===== src/rtl/pdm_feeder.sv =====
// pdm_feeder: sample FIFO, prime/run scheduler and clock-enable generator
// for the second-order PDM modulator. Samples arrive on a valid/ready stream.
// Playback starts once the FIFO is half full. A new sample is presented every
// OSR enables, and the enables are spaced CLK_DIV clocks apart.
// Optional feature macro: PDM_FEEDER_UNDERRUN_ZERO_EN. When it is defined, an
// underrun plays silence. When it is not defined, the previous sample is held.
module pdm_feeder #(
    parameter int INPUT_WIDTH = 8,
    parameter int CLK_DIV     = 16,
    parameter int OSR         = 64,
    parameter int FIFO_DEPTH  = 8
) (
    input  logic                                  i_clk,
    input  logic                                  i_rst_n,
    input  logic                                  i_en,
    input  logic                                  s_valid,
    output logic                                  s_ready,
    input  logic signed [INPUT_WIDTH-1:0]         s_data,
    output logic                                  o_ce,
    output logic signed [INPUT_WIDTH-1:0]         o_func,
    output logic                                  o_busy,
    output logic                                  o_underrun,
    input  logic                                  i_clr_underrun,
    output logic [$clog2(FIFO_DEPTH):0]           o_level
);

    localparam int AW    = $clog2(FIFO_DEPTH);
    localparam int LW    = AW + 1;
    localparam int DIV_W = $clog2(CLK_DIV);
    localparam int OSR_W = (OSR > 1) ? $clog2(OSR) : 1;

    typedef enum logic [1:0] {
        IDLE  = 2'd0,
        PRIME = 2'd1,
        RUN   = 2'd2
    } state_t;

    state_t state, state_nxt;

    logic signed [INPUT_WIDTH-1:0] mem [FIFO_DEPTH];
    logic [AW-1:0]    wr_ptr, rd_ptr;
    logic [LW-1:0]    level;
    logic [DIV_W-1:0] div_cnt;
    logic [OSR_W-1:0] ce_cnt;

    logic fifo_full, fifo_empty, push;
    logic boundary, run_entry, pop_req, stop_now;
    logic pop_ok, underrun_evt;

    assign fifo_full  = (level == LW'(FIFO_DEPTH));
    assign fifo_empty = (level == '0);
    assign s_ready    = !fifo_full;
    assign push       = s_valid && s_ready;
    assign o_level    = level;
    assign o_busy     = (state == RUN);

    // The edge that closes the last enable of a sample period.
    assign boundary = (state == RUN) && o_ce && (ce_cnt == OSR_W'(OSR - 1));

    // A pop that finds the FIFO empty is an underrun. A push on the same edge
    // lands too late to be seen by that pop.
    assign pop_ok       = pop_req && !fifo_empty;
    assign underrun_evt = pop_req && fifo_empty;

    // State register
    always_ff @(posedge i_clk) begin
        if (!i_rst_n) state <= IDLE;
        else          state <= state_nxt;
    end

    // Next-state logic and pop/stop strobes
    always_comb begin
        state_nxt = state;
        run_entry = 1'b0;
        pop_req   = 1'b0;
        stop_now  = 1'b0;
        case (state)
            IDLE: begin
                if (i_en) state_nxt = PRIME;
            end
            PRIME: begin
                if (!i_en) begin
                    state_nxt = IDLE;
                end else if (level >= LW'(FIFO_DEPTH / 2)) begin
                    state_nxt = RUN;
                    run_entry = 1'b1;
                    pop_req   = 1'b1;
                end
            end
            RUN: begin
                if (boundary) begin
                    if (i_en) begin
                        pop_req = 1'b1;
                    end else begin
                        state_nxt = IDLE;
                        stop_now  = 1'b1;
                    end
                end
            end
            default: state_nxt = IDLE;
        endcase
    end

    // FIFO pointers and occupancy; pointers wrap naturally at the power-of-two depth
    always_ff @(posedge i_clk) begin
        if (!i_rst_n) begin
            wr_ptr <= '0;
            rd_ptr <= '0;
            level  <= '0;
        end else begin
            if (push)   wr_ptr <= wr_ptr + 1'b1;
            if (pop_ok) rd_ptr <= rd_ptr + 1'b1;
            case ({push, pop_ok})
                2'b10:   level <= level + 1'b1;
                2'b01:   level <= level - 1'b1;
                default: level <= level;
            endcase
        end
    end

    // FIFO storage; data only, flushed logically by the pointer reset
    always_ff @(posedge i_clk) begin
        if (push) mem[wr_ptr] <= s_data;
    end

    // Enable divider and per-sample enable counter, restarted on RUN entry
    always_ff @(posedge i_clk) begin
        if (!i_rst_n) begin
            div_cnt <= '0;
            ce_cnt  <= '0;
            o_ce    <= 1'b0;
        end else if (run_entry) begin
            div_cnt <= '0;
            ce_cnt  <= '0;
            o_ce    <= 1'b0;
        end else if (state == RUN) begin
            div_cnt <= (div_cnt == DIV_W'(CLK_DIV - 1)) ? '0 : div_cnt + 1'b1;
            o_ce    <= (div_cnt == DIV_W'(CLK_DIV - 1)) && !stop_now;
            if (o_ce)
                ce_cnt <= (ce_cnt == OSR_W'(OSR - 1)) ? '0 : ce_cnt + 1'b1;
        end else begin
            div_cnt <= '0;
            ce_cnt  <= '0;
            o_ce    <= 1'b0;
        end
    end

    // Current sample: loaded on each pop, zeroed whenever playback is not running
    always_ff @(posedge i_clk) begin
        if (!i_rst_n) begin
            o_func <= '0;
        end else if (pop_req) begin
            if (!fifo_empty) begin
                o_func <= mem[rd_ptr];
            end else begin
`ifdef PDM_FEEDER_UNDERRUN_ZERO_EN
                o_func <= '0;
`else
                o_func <= o_func;
`endif
            end
        end else if (state_nxt != RUN) begin
            o_func <= '0;
        end
    end

    // Sticky underrun flag; a new underrun beats a simultaneous clear
    always_ff @(posedge i_clk) begin
        if (!i_rst_n)            o_underrun <= 1'b0;
        else if (underrun_evt)   o_underrun <= 1'b1;
        else if (i_clr_underrun) o_underrun <= 1'b0;
    end

endmodule


===== config.mk =====
export PLATFORM = sky130hd
export DESIGN_NAME = pdm_feeder
export DESIGN_NICKNAME = d
export VERILOG_FILES = /design/src/rtl/pdm_feeder.sv
export SDC_FILE = /design/constraint.sdc
export NUM_CORES = 1
export LEC_CHECK = 0
export BUFFER_PORTS_ARGS = -buffer_cell sky130_fd_sc_hd__buf_2
export CORE_AREA = 5 5 85 87
export CTS_BUF_LIST = sky130_fd_sc_hd__clkbuf_2
export CTS_CLUSTER_DIAMETER = 150
export DETAILED_ROUTE_END_ITERATION = 7
export DIE_AREA = 0 0 90 92
export PLACE_DENSITY = 0.84
export SLEW_MARGIN = 30
export SYNTH_ARGS = -nofsm -noshare
export SYNTH_HDL_FRONTEND = slang
export SYNTH_SLANG_ARGS = --single-unit

===== constraint.sdc =====
create_clock -name i_clk -period 3.7 [get_ports i_clk]
set_input_delay 0.37 -clock i_clk [delete_from_list [all_inputs] [get_ports i_clk]]
set_output_delay 0.37 -clock i_clk [all_outputs]
set_load 0.05 [all_outputs]

==> results of run 1 <==
[logic make-up (layout without fill, tap and decap cells)]
kind of cell	after synthesis	count (layout)	synth area share (%)
compound gates	35	35	5.84
fa+ha+maj	11	11	3.42
simple gates	74	74	9.16
flops	99	99	65.1
mux	28	28	11.9
xor+xnor	12	12	2.61
buf+inv	17	60	1.96
[placed cells by master (no fill, tap or decap), drive strengths merged]
| master | instances |
|---|---|
| nand3 | 8 |
| dlygate4sd3 | 5 |
| or4b | 1 |
| xnor2 | 4 |
| a221o | 1 |
| a21oi | 8 |
| ha | 11 |
| bufinv | 5 |
| nor2b | 1 |
| o21bai | 2 |
| clkbuf | 9 |
| or3 | 1 |
| xor2 | 8 |
| nand4 | 3 |
| o21a | 3 |
| o211ai | 1 |
| nor2 | 25 |
| nand2 | 18 |
| nor4bb | 2 |
| buf | 34 |
| mux4 | 16 |
| clkinv | 1 |
| edfxtp | 64 |
| o31ai | 2 |
| o21ai | 6 |
| nor4 | 2 |
| and2 | 1 |
| inv | 6 |
| mux2i | 12 |
| a211o | 1 |
| nor3b | 1 |
| nand4b | 1 |
| a211oi | 1 |
| nor3 | 5 |
| a32oi | 1 |
| nand2b | 3 |
| a311oi | 1 |
| o22ai | 8 |
| dfxtp | 35 |
| and3 | 2 |
[area by class of cell]
cell class	instances	area, sq um	share of cell area [%]
flip-flops and latches	99	2620	58.2
multi-input cells	160	1330	29.4
repair buffers	39	235	5.22
clock inverters	7	163	3.61
well taps	77	96.3	2.14
clock buffers	9	45.0	0.999
inverters	5	18.8	0.416
[what timing repair did]
item                      CTS  global route
hold endpoints to repair    0            20
hold buffers                0             5
setup buffers               0             0
[critical path, cell delays in order (launching register included)]
cell and delay (ns):
sky130_fd_sc_hd__dfxtp_1 0.41, sky130_fd_sc_hd__inv_1 0.09, sky130_fd_sc_hd__ha_1 0.25, sky130_fd_sc_hd__nand4_1 0.18
sky130_fd_sc_hd__o31ai_1 0.25, sky130_fd_sc_hd__and3_1 0.37, sky130_fd_sc_hd__ha_1 0.32, sky130_fd_sc_hd__xor2_1 0.17
sky130_fd_sc_hd__ha_1 0.17, sky130_fd_sc_hd__a21oi_1 0.05, sky130_fd_sc_hd__xor2_1 0.17, sky130_fd_sc_hd__or3_1 0.33
sky130_fd_sc_hd__a21oi_1 0.14
[worst min path at each step]
stage,startpoint,to,slack [ns],cells after the start
after CTS,s_data[5],mem[3][5],0.01,1
after global routing,s_data[4],mem[5][4],0.002,1
after floorplan,rd_ptr[2],register,0.45,2
after detailed placement,o_func[7],o_func[7],0.46,2
final,s_data[4],mem[5][4],0.06,1
after global placement,o_func[7],o_func[7],0.46,2
[sequential cells by signal (all words and copies together) (netlist names), 2 cells and up, named ones only]
register / flops
ce_cnt: 6
div_cnt: 4
mem: 64
o_func: 8
o_level: 4
rd_ptr: 3
state: 2
wr_ptr: 3
[cells in the mapped netlist, drive strengths merged (2+ instances only)]
| cell | count | area share [%] |
|---|---|---|
| ha | 11 | 3.4 |
| nand3 | 8 | 1.1 |
| inv | 5 | 0.47 |
| mux4 | 16 | 8.9 |
| a21oi | 8 | 1.1 |
| o31ai | 2 | 0.37 |
| mux2i | 12 | 3.0 |
| nor4 | 2 | 0.31 |
| nand4 | 3 | 0.47 |
| clkbuf | 3 | 0.28 |
| buf | 9 | 1.2 |
| o22ai | 8 | 1.2 |
| nor2 | 25 | 2.3 |
| o21a | 3 | 0.56 |
| o21bai | 2 | 0.37 |
| edfxtp | 64 | 48 |
| nor3 | 5 | 0.62 |
| and3 | 2 | 0.31 |
| dfxtp | 35 | 17 |
| nand2 | 18 | 1.9 |
| nand2b | 3 | 0.47 |
| xor2 | 8 | 1.7 |
| o21ai | 6 | 0.75 |
| xnor2 | 4 | 0.87 |
| nor4bb | 2 | 0.50 |
[power groups by stage]
stage	registers [uW]	logic [uW]	clock network, uW
floorplan	1240	51.6	0
global placement	1230	91.0	0
detailed placement	1240	94.2	0
CTS	1210	94.9	776
global route	1220	109	826
finish	1210	98.4	759
[through the flow]
stage	power, uW	instances	utilization, %
after floorplan	1290	276	-
after global placement	1330	375	67.7
after detailed placement	1330	375	67.7
after CTS	2080	391	71.0
after global routing	2150	396	71.8
final	2070	396	71.8
[routing by layer]
layer / vias up / share of wire [%] / track usage, %
met5: - / 0 / 0
met4: 0 / 0.33 / 4.84
met3: 2 / 7.1 / 6.30
met2: 61 / 51 / 30.0
met1: 1129 / 42 / 23.7
li1: 1124 / - / -
==> results.yml, run 1 <==
timing:
  slew_headroom_pct: 39.9
  max_clock_freq_mhz: 337
  worst_pin_slew_ns: 0.895
  timing.final.hold_violations: 0
  grt_setup_unrepaired: "false"
  fin_tns_setup_ns: 0
  fin_crit_ns: 2.97
  report.final.setup_viol: 0
  final.period_utilization_pct: 80.2
  report.final.slew_viol_count: 0
  setup_ws_ns: 0.732
  hold-worst-slack_ns: 0.0637
  maximum_clock_skew_at_final_layout_ns: 0.0319
setup_path:
  crit_path_max_fanout: 6
  setup.worst_path.start_class: "register"
  critical_path.reg2reg.endpoint: "o_level[2]"
  type_of_element_capturing_the_critical_path: "register"
  worst_ep_required_time_ns: 4.18
  worst_r2r_path_depth: 12
  worst-setup-path-type: "register to register"
  cp_data_arrival_time_ns: 3.45
  r2r_slack_ns: 0.73
  worst_setup_path_startpoint: "state[0]"
  worst_setup_path_endpoint: "o_level[2]"
  r2r_start: "state[0]"
global_routing:
  gr-total-overflow: 0
  largest_net_degree_at_the_start_of_global_routing: 17
  number_of_global_route_vias_before_repair: 2247
  grt_antenna_before_repair: 0
  global_route.usage.total_pct: 18.4
  grt_first_pass_wirelength_microns: 11600
place:
  gp_congestion: 0.819
  placement.cell_area_sq_um: 4250
  port_buffers: 28
  preCtsSetupSlack_ns: 0.832
  dp_hpwl_microns: 4870
final_layout:
  area_delta_synth_final_pct: 11.9
  design.final.nets: 338
  num_antenna_cells: 0
  finish.instance_area_sq_um: 4510
  drive_gt1_share_pct: 22.3
  filler_cell_count: 402
clock_tree:
  worst_setup_hold_path_clk_slew_ns: 0.26
  cts-root-to-sink-buffers: 2
  cts_root_buf: "sky130_fd_sc_hd__clkbuf_2"
  ctsResizeCount: 0
  clkSinkCount: 99
  tritoncts.num_buffers: 9
  clock_tree_from_tritoncts: "built"
  h-tree-depth: 3
  worstSkewPairLatency_ns: 0.56
drt:
  vias: 2316
  avgViaCountPerCell: 5.85
  route.antenna.remaining_nets: 0
  wl_per_cell_microns: 17.7
  final_routed_wirelength_across_all_metal_layers_microns: 7030
  drt_iter0_drc: 179
  drt_pass1_iterations: 4
  route.detailed.drc: 0
power:
  combPwrFrac_pct: 4.8
  power.sequential.fraction_pct: 58.6
  vdd_drop_max_uv: 422
  leakage_uw: 0.00155
  power.internal_uw: 1660
  p_clk_share_pct: 36.7
  netSwitchingFraction_pct: 19.6
  power.switching_uw: 407
  power.density_cell_area_nw_per_um2: 459
hold_path:
  hp-class: "primary input to register"
synth:
  synth-edff-count: 64
  ys_async_sr_fraction_pct: 0
  number_of_nets_in_the_synthesized_netlist: 300
  synth_seq_cells: 99
  dominant_synthesized_flop_cell: "sky130_fd_sc_hd__edfxtp_1"
  yosysWarnings: 0
  synth_sequential_area_ratio_pct: 65.1
  syn-instance-count: 276
  synth.avg_cell_area_sq_um: 14.6
  synthesis.area_sq_um: 4030
  netlist-cell-type-count: 43
run_status:
  status: "complete, no violations"
floorplanning:
  die-area_sq_um: 8280
  core.rowCount: 29
  top_level_ports: 29
  start_util_pct: 64.2
  chipWidth_microns: 90
  core_area_sq_um: 6280
  fp.dieH_microns: 92
flow_run:
  drv_cap: 0
(Power assumes the default switching activity.)
==> run 2, diff against run 1 <==
--- a/config.mk
+++ b/config.mk
@@ -5,13 +5,14 @@
 export SDC_FILE = /design/constraint.sdc
 export NUM_CORES = 1
 export LEC_CHECK = 0
+export ABC_AREA = 1
 export BUFFER_PORTS_ARGS = -buffer_cell sky130_fd_sc_hd__buf_2
-export CORE_AREA = 5 5 85 87
+export CORE_AREA = 5 5 92 94
 export CTS_BUF_LIST = sky130_fd_sc_hd__clkbuf_2
 export CTS_CLUSTER_DIAMETER = 150
 export DETAILED_ROUTE_END_ITERATION = 7
-export DIE_AREA = 0 0 90 92
-export PLACE_DENSITY = 0.84
+export DIE_AREA = 0 0 97 99
+export PLACE_DENSITY = 0.77
 export SLEW_MARGIN = 30
 export SYNTH_ARGS = -nofsm -noshare
 export SYNTH_HDL_FRONTEND = slang
==> constraint.sdc (replaced) <==
create_clock -name i_clk -period 2.6 [get_ports i_clk]
set_input_delay 0.26 -clock i_clk [delete_from_list [all_inputs] [get_ports i_clk]]
set_output_delay 0.26 -clock i_clk [all_outputs]
set_load 0.05 [all_outputs]
==> run 2 against run 1 <==
Net effect: synthesized cell count is 39% higher; critical path depth is 5 higher; combinational power is 74% higher; cell count is 36% higher; die area is 16% higher; routed wire length is 17% higher; largest cell class unchanged; global-route usage is 0.44 points lower; via count is 21% higher; utilization is 11 points lower; cell area is 2.8% higher; sequential share of layout area is 1.5 points lower; total power is 27% higher.
==> results.yml, run 2 <==
clock_tree:
  h-tree-depth: 3
  tritoncts.num_buffers: 9
  cts_root_buf: "sky130_fd_sc_hd__clkbuf_2"
  worstSkewPairLatency_ns: 0.58
  post-cts-setup-buffer-count: 0
  cts-root-to-sink-buffers: 2
  worst_setup_hold_path_clk_slew_ns: 0.27
  clkSinkCount: 99
  clock_tree_from_tritoncts: "built"
setup_path:
  slowest_delay_ns: 0.40
  setup.worst_path.start_class: "register"
  worst_ep_required_time_ns: 3.10
  worst-setup-path-type: "register to register"
  crit_top_cell: "sky130_fd_sc_hd__inv_1"
  crit_path_max_fanout: 5
  cp_data_arrival_time_ns: 2.95
  crit_family: "simple AND/OR/NAND/NOR gates"
  crit_path_cell_trace: "inv_1, ha_2, nand2_1, nor2_1, nand3_2, nand2_2, nand2_4, nor2_8, ha_1, nand2_1, inv_1, nor2_2, ha_1, a21oi_1, xor2_1, o21ai_0, inv_1"
  type_of_element_capturing_the_critical_path: "register"
  critPathSlowestCell: "sky130_fd_sc_hd__dfxtp_1"
  crit_buf_inv: 3
floorplanning:
  fp.dieH_microns: 99
  core_area_sq_um: 7570
  top_level_ports: 29
  die-area_sq_um: 9600
  core.rowCount: 32
  start_util_pct: 54.3
  chipWidth_microns: 97
synth:
  synth.avg_cell_area_sq_um: 10.7
  netlist-cell-type-count: 35
  synthesis.area_sq_um: 4110
  number_of_nets_in_the_synthesized_netlist: 407
  yosys.area.top_type_share_pct: 46.7
  synth.top_cells.by_count: "79 x sky130_fd_sc_hd__nor2_1, 64 x sky130_fd_sc_hd__edfxtp_1, 51 x sky130_fd_sc_hd__o21ai_0"
  yosysWarnings: 0
  synth-edff-count: 64
  ys_async_sr_fraction_pct: 0
  synth_sequential_area_ratio_pct: 63.8
  post-synth-top-count-cell: "sky130_fd_sc_hd__nor2_1"
  syn-instance-count: 383
  synth_area_leader_cell: "sky130_fd_sc_hd__edfxtp_1"
  post_synth_main_area_contributors: "sky130_fd_sc_hd__edfxtp_1 47%, sky130_fd_sc_hd__dfxtp_1 17%, sky130_fd_sc_hd__nor2_1 7.2%"
  dominant_synthesized_flop_cell: "sky130_fd_sc_hd__edfxtp_1"
  synth_seq_cells: 99
hold_path:
  hp-class: "primary input to register"
drt:
  wl_per_cell_microns: 15.3
  drt_pass1_iterations: 4
  vias: 2800
  route.detailed.drc: 0
  avgViaCountPerCell: 5.20
  route.antenna.remaining_nets: 0
  drt_iter0_drc: 174
  final_routed_wirelength_across_all_metal_layers_microns: 8220
timing:
  fin_crit_ns: 2.45
  fin_tns_setup_ns: 0
  report.final.setup_viol: 0
  slew_headroom_pct: 45.4
  final.period_utilization_pct: 94.1
  max_clock_freq_mhz: 409
  timing.final.hold_violations: 0
  report.final.slew_viol_count: 0
  worst_pin_slew_ns: 0.819
  maximum_clock_skew_at_final_layout_ns: 0.0314
global_routing:
  global_route.usage.total_pct: 17.9
  grt_first_pass_wirelength_microns: 13600
  number_of_global_route_vias_before_repair: 2852
  gr-total-overflow: 0
  largest_net_degree_at_the_start_of_global_routing: 33
  grt_antenna_before_repair: 0
place:
  port_buffers: 28
  gp_congestion: 0.817
  dp_hpwl_microns: 5350
power:
  design_power_total_uw: 2630
  vdd_drop_max_uv: 354
  power.density_cell_area_nw_per_um2: 566
  leakage_uw: 0.00173
final_layout:
  design.final.nets: 455
  mostFrequentLayoutCell: "sky130_fd_sc_hd__nor2_1"
  area_delta_synth_final_pct: 12.8
  largest_register: "mem"
  register_area_sq_um: 2630
  reg_top3: "mem (64), o_func (8), ce_cnt (6)"
  mostFrequentLayoutCells: "78 x sky130_fd_sc_hd__nor2_1, 64 x sky130_fd_sc_hd__edfxtp_1, 50 x sky130_fd_sc_hd__o21ai_0"
  filler_cell_count: 610
  largest_register_ffs: 64
  multi_input_comb_area_sq_um: 1330
  utilization_after_layout_pct: 61.3
  drive_gt1_share_pct: 17.9
  num_antenna_cells: 0
run_status:
  status: "complete, no violations"
flow_run:
  drv_cap: 0
==> run 2: cell types whose count changed after synthesis, moves of 4 or more <==
| cell | previous run | this run |
|---|---|---|
| sky130_fd_sc_hd__nor2_1 | 25 | 79 |
| sky130_fd_sc_hd__o21ai_0 | 6 | 51 |
| sky130_fd_sc_hd__inv_1 | 5 | 28 |
| sky130_fd_sc_hd__nand2_1 | 16 | 34 |
| sky130_fd_sc_hd__mux4_2 | 16 | 0 |
| sky130_fd_sc_hd__a21oi_1 | 7 | 20 |
| sky130_fd_sc_hd__mux2i_1 | 12 | 1 |
| sky130_fd_sc_hd__o22ai_1 | 8 | 0 |
| sky130_fd_sc_hd__buf_2 | 6 | 1 |
| sky130_fd_sc_hd__clkbuf_1 | 3 | 7 |
| sky130_fd_sc_hd__nor3_1 | 5 | 1 |
| sky130_fd_sc_hd__o221ai_1 | 0 | 4 |
| sky130_fd_sc_hd__xor2_1 | 8 | 4 |
==> run 2: report_power, final <==
part / switching, uW / internal, uW / total, uW
logic: 116 / 55.2 / 171
clock network: 565 / 163 / 727
registers: 17.9 / 1710 / 1730
==> run 2: per-layer routing <==
| layer | vias up | routed length (microns) | GRT usage [%] |
|---|---|---|---|
| met5 | - | 0 | 0 |
| met2 | 61 | 4190 | 32.0 |
| li1 | 1422 | - | - |
| met1 | 1312 | 3480 | 21.6 |
| met4 | 0 | 63 | 6.80 |
| met3 | 5 | 484 | 3.26 |
==> run 2: worst paths after layout <==
| path | end | cells after the start | slack [ns] | from |
|---|---|---|---|---|
| max | o_level[2] | 17 | 0.15 | state[0] |
| min | state[0] | 5 | 0.08 | i_en |
| max reg2reg | o_level[2] | 17 | 0.15 | state[0] |
| min reg2reg | div_cnt[0] | 1 | 0.48 | div_cnt[0] |
==> run 2: cells by family after synthesis <==
| group | Yosys count | share of synthesized area [%] |
|---|---|---|
| simple gates | 135 | 14.1 |
| flops | 99 | 63.8 |
| compound gates | 90 | 13.0 |
| buf+inv | 40 | 4.11 |
| fa+ha+maj | 11 | 3.35 |
| xor+xnor | 7 | 1.49 |
| mux | 1 | 0.243 |
==> run 2: area by class of cell <==
class	instances	share of cell area, %
multi-input cells	244	28.7
inverters	28	2.27
clock buffers	9	0.971
well taps	102	2.75
flip-flops and latches	99	56.6
clock inverters	7	1.73
repair buffers	49	6.96
==> run 2: repair_timing <==
action | 4_1_cts | 5_1_grt
endpoints found under the hold margin | 72 | 0
endpoints found under the setup margin | 0 | 2
hold buffers | 10 | 0
gates resized for setup | 0 | 4
==> run 2: worst register-to-register path, stage by stage, from the launching register on <==
cell,delay [ns]
sky130_fd_sc_hd__dfxtp_1,0.40
sky130_fd_sc_hd__inv_1,0.11
sky130_fd_sc_hd__ha_2,0.23
sky130_fd_sc_hd__nand2_1,0.06
sky130_fd_sc_hd__nor2_1,0.14
sky130_fd_sc_hd__nand3_2,0.09
sky130_fd_sc_hd__nand2_2,0.10
sky130_fd_sc_hd__nand2_4,0.07
sky130_fd_sc_hd__nor2_8,0.08
sky130_fd_sc_hd__ha_1,0.20
sky130_fd_sc_hd__nand2_1,0.08
sky130_fd_sc_hd__inv_1,0.09
sky130_fd_sc_hd__nor2_2,0.06
sky130_fd_sc_hd__ha_1,0.19
sky130_fd_sc_hd__a21oi_1,0.19
sky130_fd_sc_hd__xor2_1,0.10
sky130_fd_sc_hd__o21ai_0,0.17
sky130_fd_sc_hd__inv_1,0.06
==> run 2: per-stage QoR <==
| step | setup WS (ns) | std cells | instance area [sq um] | hold slack, ns |
|---|---|---|---|---|
| global route | -0.0131 | 538 | 4640 | 0.0986 |
| finish | 0.154 | 538 | 4640 | 0.0790 |
| floorplan | 0.0348 | 383 | 4120 | 0.359 |
| detailed placement | 0.199 | 512 | 4410 | 0.441 |
| global placement | 0.383 | 512 | 4410 | 0.431 |
| CTS | 0.184 | 538 | 4630 | 0.0570 |
==> run 3, diff against run 2 <==
--- a/config.mk
+++ b/config.mk
@@ -5,13 +5,13 @@
 export SDC_FILE = /design/constraint.sdc
 export NUM_CORES = 1
 export LEC_CHECK = 0
-export ABC_AREA = 1
+export ABC_AREA = 0
 export BUFFER_PORTS_ARGS = -buffer_cell sky130_fd_sc_hd__buf_2
-export CORE_AREA = 5 5 92 94
+export CORE_AREA = 5 5 91 93
 export CTS_BUF_LIST = sky130_fd_sc_hd__clkbuf_2
 export CTS_CLUSTER_DIAMETER = 150
 export DETAILED_ROUTE_END_ITERATION = 7
-export DIE_AREA = 0 0 97 99
+export DIE_AREA = 0 0 96 98
 export PLACE_DENSITY = 0.77
 export SLEW_MARGIN = 30
 export SYNTH_ARGS = -nofsm -noshare
==> run 3 against run 2 <==
Net effect: register-to-register slack worse by 0.12 ns; worst setup slack worse by 0.12 ns; clock power down 11%; hold slack worse by 0.039 ns; first-iteration DRC count down 6.3%; cell area down 0.86%; count of clock-buffer cells in the layout up 1; critical path type unchanged; critical endpoint unchanged.
==> results.yml, run 3 (same netlist as run 1, synthesis figures left out) <==
floorplanning:
  chipWidth_microns: 96
  start_util_pct: 54.1
  die-area_sq_um: 9410
  core_area_sq_um: 7450
  top_level_ports: 29
  core.rowCount: 32
  fp.dieH_microns: 98
setup_path:
  worst_ep_required_time_ns: 3.09
  worst_r2r_path_depth: 12
  critical_path.reg2reg.endpoint: "o_level[2]"
  setup.worst_path.start_class: "register"
  worst_setup_path_endpoint: "o_level[2]"
  r2r_start: "state[0]"
  cp_data_arrival_time_ns: 3.05
  worst_setup_path_startpoint: "state[0]"
  crit_path_max_fanout: 6
  r2r_slack_ns: 0.04
  worst-setup-path-type: "register to register"
  type_of_element_capturing_the_critical_path: "register"
timing:
  final.period_utilization_pct: 98.6
  worst_pin_slew_ns: 0.558
  max_clock_freq_mhz: 390
  slew_headroom_pct: 62.8
  report.final.slew_viol_count: 0
  grt_setup_unrepaired: "true"
  fin_crit_ns: 2.56
  maximum_clock_skew_at_final_layout_ns: 0.0229
  report.final.setup_viol: 0
  timing.final.hold_violations: 0
clock_tree:
  clkSinkCount: 99
  cts_root_buf: "sky130_fd_sc_hd__clkbuf_2"
  worstSkewPairLatency_ns: 0.53
  tritoncts.num_buffers: 9
  h-tree-depth: 3
  clock_tree_from_tritoncts: "built"
  worst_setup_hold_path_clk_slew_ns: 0.26
  cts-root-to-sink-buffers: 2
final_layout:
  area_delta_synth_final_pct: 14.1
  utilization_after_layout_pct: 61.7
  num_antenna_cells: 0
  mostFrequentLayoutCells: "64 x sky130_fd_sc_hd__edfxtp_1, 28 x sky130_fd_sc_hd__dfxtp_1, 28 x sky130_fd_sc_hd__buf_2"
  largest_register_ffs: 64
  design.final.nets: 350
  largest_register: "mem"
  mostFrequentLayoutCell: "sky130_fd_sc_hd__edfxtp_1"
  reg_top3: "mem (64), o_func (8), ce_cnt (6)"
  filler_cell_count: 580
  drive_gt1_share_pct: 27.8
  finish.instance_area_sq_um: 4600
drt:
  avgViaCountPerCell: 5.44
  final_routed_wirelength_across_all_metal_layers_microns: 7440
  route.detailed.drc: 0
  drt_iter0_drc: 163
  wl_per_cell_microns: 17.2
  vias: 2355
  route.antenna.remaining_nets: 0
  drt_pass1_iterations: 4
flow_run:
  drv_cap: 0
place:
  placement.cell_area_sq_um: 4350
  dp_hpwl_microns: 4940
  port_buffers: 28
  gp_congestion: 0.808
power:
  design_power_total_uw: 2530
  vdd_drop_max_uv: 303
  power.density_cell_area_nw_per_um2: 550
  leakage_uw: 0.00156
global_routing:
  gr-total-overflow: 0
  grt_antenna_before_repair: 0
  global_route.usage.total_pct: 16.6
  number_of_global_route_vias_before_repair: 2364
  largest_net_degree_at_the_start_of_global_routing: 18
  grt_first_pass_wirelength_microns: 11700
run_status:
  status: "complete, no violations"
hold_path:
  hp-class: "primary input to register"
[run 3: cell count changes in the layout (fill, tap and decap cells not counted), moves of 4 or more]
cell | previous run | this run
sky130_fd_sc_hd__a21oi_1 | 20 | 7
sky130_fd_sc_hd__dfxtp_1 | 32 | 28
sky130_fd_sc_hd__inv_1 | 28 | 4
sky130_fd_sc_hd__mux2i_1 | 1 | 12
sky130_fd_sc_hd__mux4_2 | 0 | 16
sky130_fd_sc_hd__nand2_1 | 34 | 16
sky130_fd_sc_hd__nor2_1 | 78 | 25
sky130_fd_sc_hd__nor3_1 | 1 | 5
sky130_fd_sc_hd__o21ai_0 | 50 | 5
sky130_fd_sc_hd__o221ai_1 | 4 | 0
sky130_fd_sc_hd__o22ai_1 | 0 | 8
[run 3: how the worst min path moves through the flow]
stage / startpoint / to / cells after the start
final: i_en / o_ce / 3
after global routing: i_rst_n / o_level[3] / 2
after CTS: i_en / o_ce / 3
after detailed placement: o_func[0] / o_func[0] / 2
after global placement: o_func[3] / o_func[3] / 2
after floorplan: s_data[0] / mem[0][0] / 0
[run 3: power breakdown]
| group | switching [uW] | leakage, uW | internal (uW) |
|---|---|---|---|
| combinational | 89.3 | 0.000631 | 63.5 |
| clock | 504 | 0.0000625 | 143 |
| sequential | 20.2 | 0.000868 | 1710 |
[run 3: routing by layer]
layer | up-vias | global-route usage (%) | part of all wire (%)
met5 | - | 0 | 0
met4 | 0 | 5.58 | 1.8
met3 | 11 | 3.85 | 4.2
met2 | 55 | 26.6 | 50
met1 | 1143 | 22.1 | 44
li1 | 1146 | - | -
[run 3: final cells by class]
cell class                 count  area (sq um)  area share, %
clock inverter                 6          48.8           1.06
multi-input combinational    160          1380           30.0
inverter                       5          18.8          0.408
timing repair buffer          51           338           7.35
tap                          102           128           2.78
clock buffer                  10          50.0           1.09
sequential                    99          2630           57.3
[run 3: stage by stage]
step / cells / worst slack [ns] / setup TNS [ns] / hold slack (ns)
2_1_floorplan: 276 / 0.0108 / 0 / 0.359
3_5_place_dp: 406 / 0.0808 / 0 / 0.468
3_3_place_gp: 406 / 0.154 / 0 / 0.466
6_report: 433 / 0.0373 / 0 / 0.0396
5_1_grt: 433 / -0.0643 / -0.118 / 0.00657
4_1_cts: 432 / 0.0264 / 0 / 0.00762
[run 3: timing repair]
item	in CTS	in global routing
setup endpoints to repair	0	2
gates resized for setup	0	11
hold endpoints to repair	66	0
hold buffers	10	0
buffers inserted	0	1
[run 3: critical path: stages (launching register included)]
cell and delay, ns:
sky130_fd_sc_hd__dfxtp_4 0.42, sky130_fd_sc_hd__inv_2 0.08, sky130_fd_sc_hd__ha_4 0.16, sky130_fd_sc_hd__nand4_1 0.17
sky130_fd_sc_hd__o31ai_2 0.31, sky130_fd_sc_hd__and3_4 0.25, sky130_fd_sc_hd__ha_4 0.16, sky130_fd_sc_hd__xor2_2 0.07
sky130_fd_sc_hd__ha_1 0.17, sky130_fd_sc_hd__a21oi_1 0.17, sky130_fd_sc_hd__xor2_1 0.12, sky130_fd_sc_hd__or3_1 0.32
sky130_fd_sc_hd__a21oi_1 0.14
